File: config.mk
export PLATFORM = sky130hd
export DESIGN_NAME = division_64bit
export DESIGN_NICKNAME = d
export VERILOG_FILES = /design/src/rtl/alu_pkg.sv /design/src/rtl/div_step.sv /design/src/rtl/division_64bit.sv
export SDC_FILE = /design/constraint.sdc
export NUM_CORES = 1
export LEC_CHECK = 0
export CORE_MARGIN = 4
export CORE_UTILIZATION = 48
export CTS_BUF_LIST = sky130_fd_sc_hd__clkbuf_8 sky130_fd_sc_hd__clkbuf_16
export DETAILED_ROUTE_END_ITERATION = 16
export HOLD_SLACK_MARGIN = 0.02
export PLACE_DENSITY_LB_ADDON = 0.05
export SYNTH_ARGS = -nofsm -noshare
export SYNTH_HDL_FRONTEND = slang
export SYNTH_HIERARCHICAL = 1
export SYNTH_SLANG_ARGS = --single-unit
File: constraint.sdc
create_clock -name clk -period 4.3 [get_ports clk]
set_clock_uncertainty 0.1 [all_clocks]
set_input_delay 1.075 -clock clk [delete_from_list [all_inputs] [get_ports clk]]
set_output_delay 1.075 -clock clk [all_outputs]
set_load 0.005 [all_outputs]
File: src/rtl/alu_pkg.sv
// Shared ALU definitions: divider FSM states, iteration counts and helpers.
package alu_pkg;

  localparam int unsigned DIV_ITER_64 = 64;
  localparam int unsigned DIV_ITER_32 = 32;
  localparam int unsigned DIV_CNT_W   = 7;
  localparam int unsigned DIV_DATA_W  = 64;
  localparam int unsigned DIV_HALF_W  = DIV_DATA_W / 2;

  typedef enum logic [1:0] {
    IDLE = 2'd0,
    CALC = 2'd1,
    DONE = 2'd2
  } div_state_t;

  // Zero the upper half of a word when running in 32-bit ALU mode.
  function automatic logic [DIV_DATA_W-1:0] mask_alu32(input logic [DIV_DATA_W-1:0] x,
                                                       input logic alu32);
    return alu32 ? {{DIV_HALF_W{1'b0}}, x[DIV_HALF_W-1:0]} : x;
  endfunction

endpackage

File: src/rtl/div_step.sv
// One radix-2 restoring division step: shift in the dividend MSB, subtract if it fits.
module div_step #(
  parameter int unsigned WIDTH = 64
) (
  input  logic [WIDTH-1:0] r,
  input  logic             q_msb,
  input  logic [WIDTH-1:0] divisor,
  output logic [WIDTH-1:0] r_next_c,
  output logic             q_bit_c
);

  logic [WIDTH:0] t;

  // Compare the 65-bit partial remainder against the divisor; the difference always fits in WIDTH bits.
  always_comb begin
    t        = {r, q_msb};
    q_bit_c  = (t >= {1'b0, divisor});
    r_next_c = q_bit_c ? (t[WIDTH-1:0] - divisor) : t[WIDTH-1:0];
  end

endmodule

File: src/rtl/division_64bit.sv
// Iterative unsigned divider for eBPF DIV/MOD in 64-bit and 32-bit ALU modes.
module division_64bit
  import alu_pkg::*;
#(
  parameter int unsigned WIDTH = 64
) (
  input  logic             clk,
  input  logic             rst,
  input  logic             start,
  input  logic             is_mod,
  input  logic             is_alu32,
  input  logic [WIDTH-1:0] a,
  input  logic [WIDTH-1:0] b,
  output logic             ready,
  output logic             valid,
  output logic [WIDTH-1:0] c
);

  localparam int unsigned HALF_W = WIDTH / 2;

  div_state_t           state_q, state_d;
  logic [WIDTH-1:0]     r_q, r_d;
  logic [WIDTH-1:0]     q_q, q_d;
  logic [WIDTH-1:0]     dvs_q, dvs_d;
  logic [DIV_CNT_W-1:0] cnt_q, cnt_d;
  logic                 mod_q, mod_d;
  logic                 alu32_q, alu32_d;
  logic                 ready_q, ready_d;
  logic                 valid_q, valid_d;
  logic [WIDTH-1:0]     c_q, c_d;

  logic                 accept_c;
  logic [WIDTH-1:0]     a_m_c;
  logic [WIDTH-1:0]     b_m_c;
  logic [WIDTH-1:0]     r_step_c;
  logic                 q_bit_c;
  logic [WIDTH-1:0]     q_step_c;

  div_step #(.WIDTH(WIDTH)) u_step (
    .r        (r_q),
    .q_msb    (q_q[WIDTH-1]),
    .divisor  (dvs_q),
    .r_next_c (r_step_c),
    .q_bit_c  (q_bit_c)
  );

  // Accept decode, operand masking and the shifted quotient for this step.
  always_comb begin
    accept_c = start && ready_q;
    a_m_c    = mask_alu32(a, is_alu32);
    b_m_c    = mask_alu32(b, is_alu32);
    q_step_c = {q_q[WIDTH-2:0], q_bit_c};
  end

  // State and datapath registers with synchronous reset.
  always_ff @(posedge clk) begin
    if (rst) begin
      state_q <= IDLE;
      r_q     <= '0;
      q_q     <= '0;
      dvs_q   <= '0;
      cnt_q   <= '0;
      mod_q   <= 1'b0;
      alu32_q <= 1'b0;
      ready_q <= 1'b1;
      valid_q <= 1'b0;
      c_q     <= '0;
    end else begin
      state_q <= state_d;
      r_q     <= r_d;
      q_q     <= q_d;
      dvs_q   <= dvs_d;
      cnt_q   <= cnt_d;
      mod_q   <= mod_d;
      alu32_q <= alu32_d;
      ready_q <= ready_d;
      valid_q <= valid_d;
      c_q     <= c_d;
    end
  end

  // Next-state logic: zero divisor short-circuits straight to DONE.
  always_comb begin
    state_d = state_q;
    case (state_q)
      IDLE, DONE: begin
        if (accept_c) begin
          state_d = (b_m_c == '0) ? DONE : CALC;
        end else begin
          state_d = IDLE;
        end
      end
      CALC: begin
        if (cnt_q == DIV_CNT_W'(1)) begin
          state_d = DONE;
        end
      end
      default: state_d = IDLE;
    endcase
  end

  // Datapath and output updates; results are registered on entry to DONE.
  always_comb begin
    r_d     = r_q;
    q_d     = q_q;
    dvs_d   = dvs_q;
    cnt_d   = cnt_q;
    mod_d   = mod_q;
    alu32_d = alu32_q;
    c_d     = c_q;
    valid_d = 1'b0;
    ready_d = (state_d != CALC);
    case (state_q)
      IDLE, DONE: begin
        if (accept_c) begin
          mod_d   = is_mod;
          alu32_d = is_alu32;
          dvs_d   = b_m_c;
          r_d     = '0;
          q_d     = is_alu32 ? (a_m_c << HALF_W) : a_m_c;
          cnt_d   = is_alu32 ? DIV_CNT_W'(DIV_ITER_32) : DIV_CNT_W'(DIV_ITER_64);
          if (b_m_c == '0) begin
            valid_d = 1'b1;
            c_d     = is_mod ? a_m_c : '0;
          end
        end
      end
      CALC: begin
        r_d   = r_step_c;
        q_d   = q_step_c;
        cnt_d = cnt_q - DIV_CNT_W'(1);
        if (cnt_q == DIV_CNT_W'(1)) begin
          valid_d = 1'b1;
          c_d     = mask_alu32(mod_q ? r_step_c : q_step_c, alu32_q);
        end
      end
      default: ;
    endcase
  end

  assign ready = ready_q;
  assign valid = valid_q;
  assign c     = c_q;

endmodule

==> key figures <==
Worst setup path
  – Delay of the slowest cell on the worst path: around 0.37 ns
  – Worst EP required: between 4 and 5 ns
  – Slowest cell on the critical path: dfxtp_4
  – Crit. End Element: flip-flop
  – Startpoint types: flip-flop
  – Arrival @ worst endpoint: between 4 and 5 ns
  – CP Cell Sequence: ha_4 -> a21o_1 -> a21boi_4 -> o2111ai_2 -> a221o_1 -> a41oi_4 -> o32ai_4 -> o311a_4 -> a31oi_4 -> buf_12 -> buf_12 -> mux2_4 -> mux2i_1 -> nor2_1 -> a31oi_1 -> nor2_1 -> mux2_4
  – Critical path type: flip-flop to flip-flop
  – CP max FO: 7

Global route
  – Vias in the first global route: 16,320
  – Antenna violations before repair: 1
  – GRT Total Usage: 30.27%
  – First-pass GRT wire length: approximately 95 mm
  – Largest net degree at the start of global routing: 112
  – Gr ovfl total: 0

Clocking
  – Worst-path clk slew: 0.06 ns
  – Clk root buf: clkbuf_16
  – Clk Latency, worst-skew pair: between 0.6 and 0.7 ns
  – Total CTS buffers: 30
  – CTS max path bufs: 3
  – CTS tree: built
  – H-tree Lvls: 1
  – Clock Sinks: 269
  – Hold_buf cts: 0

Timing
  – Tightest Pin Transition: ~1.2 ns
  – Final min period: 4.229 ns
  – Peak Freq: approximately 240 MHz
  – Max-slew headroom: 18.85%
  – Final hold vios: 0
  – Worst Setup Slack, final: 0.07144 ns
  – Final setup viols: 0
  – Setup TNS: 0 ns
  – Unrepaired setup endpoints after global routing: true
  – Max-slew violations: 0
  – Period utilization: 98.34%

Routing
  – Routed via count: 17,150
  – DRC Markers: 0
  – Drt wl/cell: 21.57 um
  – Highest metal used: met5
  – Post-route ant nets: 0
  – Drt first pass iters: 5
  – Metal2 WL: 26.71 mm
  – Vias per inst: 5.919
  – WL met3: ~4.8 mm
  – Iteration-0 DRC Markers: 1,380
  – Wl on met1: 29.05 mm
  – WL final: 62.48 mm

Yosys
  – Flops & latches, synth: 269
  – Synthesized cell area: around 0.017 sq mm
  – Cell type contributing the most total cell area after synthesis: dfxtp_1
  – Number of synthesized flops with an enable pin: 0
  – Synthesized area per cell: 7.899 sq um
  – Synthesized Nets: 2,396
  – Mapped Cells: 2,196
  – Top FF cell, synth: dfxtp_1
  – Post-synth top area share: between 30% and 40%
  – Synthesis Warnings: 6
  – Register area share after synthesis: 31.05%
  – Most common library cells after synthesis: nand2_1 (300), dfxtp_1 (269), a21oi_1 (268)
  – Area contributors post-synth: dfxtp_1 (31%), a21oi_1 (7.7%), nand2_1 (6.5%)
  – Netlist cell types: a little over 70
  – Async SR Flop Fraction: 0%
  – Top-count cell post-synth: nand2_1

Finish
  – Final Non-Filler Cells: roughly 2,900
  – Nets: 2,613
  – Final instance area: 0.02219 sq mm
  – Area Growth Syn to Fin: 27.95%
  – Util after Layout: 62.40%
  – Ant. Diodes: 0
  – Share of layout cells above drive strength 1: 17.08%

Status
  – Status: completed

Power
  – Peak VDD IR: ~0.87 mV
  – LEAKAGE: 8.880 nW
  – Power Density: approximately 1100 mW/mm^2

Place
  – Placed Instance Area: 0.02038 sq mm
  – Dpl ws: -0.1856 ns
  – PortBufs: 198
  – Placed Cells: ~2,800
  – GP Congestion: 0.9045
  – Detail Placement HPWL: 44.87 mm

Flow run
  – Maxcap violations: 0

Floorplan
  – Die H: around 200 um
  – Rows: 69
  – Die area: 0.03924 sq mm
  – Die X: 198.1 um
  – Boundary Pins: 199
  – Core area: roughly 0.036 sq mm
  – Initial Util: 48.77%

Min path
  – Worst hold path type: flip-flop to flip-flop
[stage by stage]
| stage | hold slack, ns | total power [W] |
|---|---|---|
| floorplan | 0.3319 | 0.01198 |
| CTS | 0.3550 | 0.02134 |
| global placement | 0.3411 | 0.01753 |
| detailed placement | 0.3484 | 0.01753 |
| global route | 0.3696 | 0.02457 |
| finish | 0.3514 | 0.02341 |
[what timing repair did]
item	CTS	global route
cloned	2	2
pin swaps	4	16
setup buffers	2	8
gates resized for setup	24	138
endpoints found under the hold margin	0	0
endpoints found under the setup margin	52	64
[registers in the layout (all words and copies together), names as in the netlist, 2 cells and up]
signal   flops
r_q         64
c           64
state_q      2
cnt_q        7
dvs_q       64
q_q         64
[final timing paths]
kind / to / slack, ns / startpoint / depth (start not counted)
setup / recovery: c[11] / 0.07 / r_q[29] / 17
hold / removal: dvs_q[56] / 0.35 / dvs_q[56] / 2
setup reg to reg: c[11] / 0.07 / r_q[29] / 17
hold reg to reg: dvs_q[56] / 0.35 / dvs_q[56] / 2
[final cells by class]
| cell class | count | area [sq um] |
|---|---|---|
| clock buffers | 37 | 847.1 |
| well taps | 461 | 576.8 |
| clock inverters | 18 | 236.5 |
| multi-input cells | 1653 | 11370 |
| repair buffers | 356 | 3354 |
| flip-flops and latches | 269 | 5423 |
| inverters | 103 | 386.6 |
| fillers | 3163 | 13380 |
[cells in the final DEF (no fill, tap or decap), drive strengths merged, types with 4 or more instances in the layout]
| master | instances |
|---|---|
| nand2b | 11 |
| buf | 158 |
| o31ai | 4 |
| a221oi | 10 |
| nor2 | 158 |
| clkbuf | 39 |
| o21bai | 11 |
| a22oi | 44 |
| nor4 | 23 |
| clkdlybuf4s50 | 196 |
| o21ai | 49 |
| o211ai | 36 |
| nand3b | 35 |
| and3 | 12 |
| and2 | 8 |
| a31oi | 49 |
| nor3 | 12 |
| ha | 66 |
| nand4 | 22 |
| dfxtp | 269 |
| nand2 | 300 |
| a211oi | 5 |
| nor2b | 70 |
| a21o | 33 |
| xor2 | 25 |
| bufinv | 5 |
| a21oi | 272 |
| a21boi | 5 |
| a2bb2oi | 15 |
| xnor2 | 35 |
| nand3 | 80 |
| o21a | 7 |
| inv | 108 |
| mux2i | 77 |
| clkinv | 7 |
| mux2 | 123 |
| o32a | 16 |
[layer usage]
metal	track usage (%)	vias to the layer above
li1	-	8189
met1	44.59	8243
met5	0	-
met3	5.853	73
met4	7.983	2
met2	45.37	641
[power breakdown]
part           total (W)  leakage, nW  internal, W  switching, W
registers        0.00316         2.20      0.00282      0.000348
logic             0.0174         6.13      0.00818       0.00924
clock network    0.00281        0.552      0.00169       0.00112
total             0.0234         8.88       0.0127        0.0107
[critical path: cells and delay by family (launching register included)]
family / cells / cell delay, ns
AND/OR/NAND/NOR: 2 / 0.13
adder cells (fa/ha/maj): 1 / 0.23
AO/OA/AOI/OAI: 9 / 2.15
flip-flops: 1 / 0.37
buffers and inverters: 2 / 0.32
multiplexers: 3 / 0.79
[cells by family (layout without fill, tap and decap cells)]
group,count (synthesis),count (layout),share of synthesized area (%)
simple gates,740,740,19.87
compound gates,586,586,21.34
buf+inv,274,514,6.608
flops,269,269,31.05
mux,200,200,13.23
fa+ha+maj,67,67,4.876
xor+xnor,60,60,3.030
Note: power is estimated with default switching activity, not from simulation.
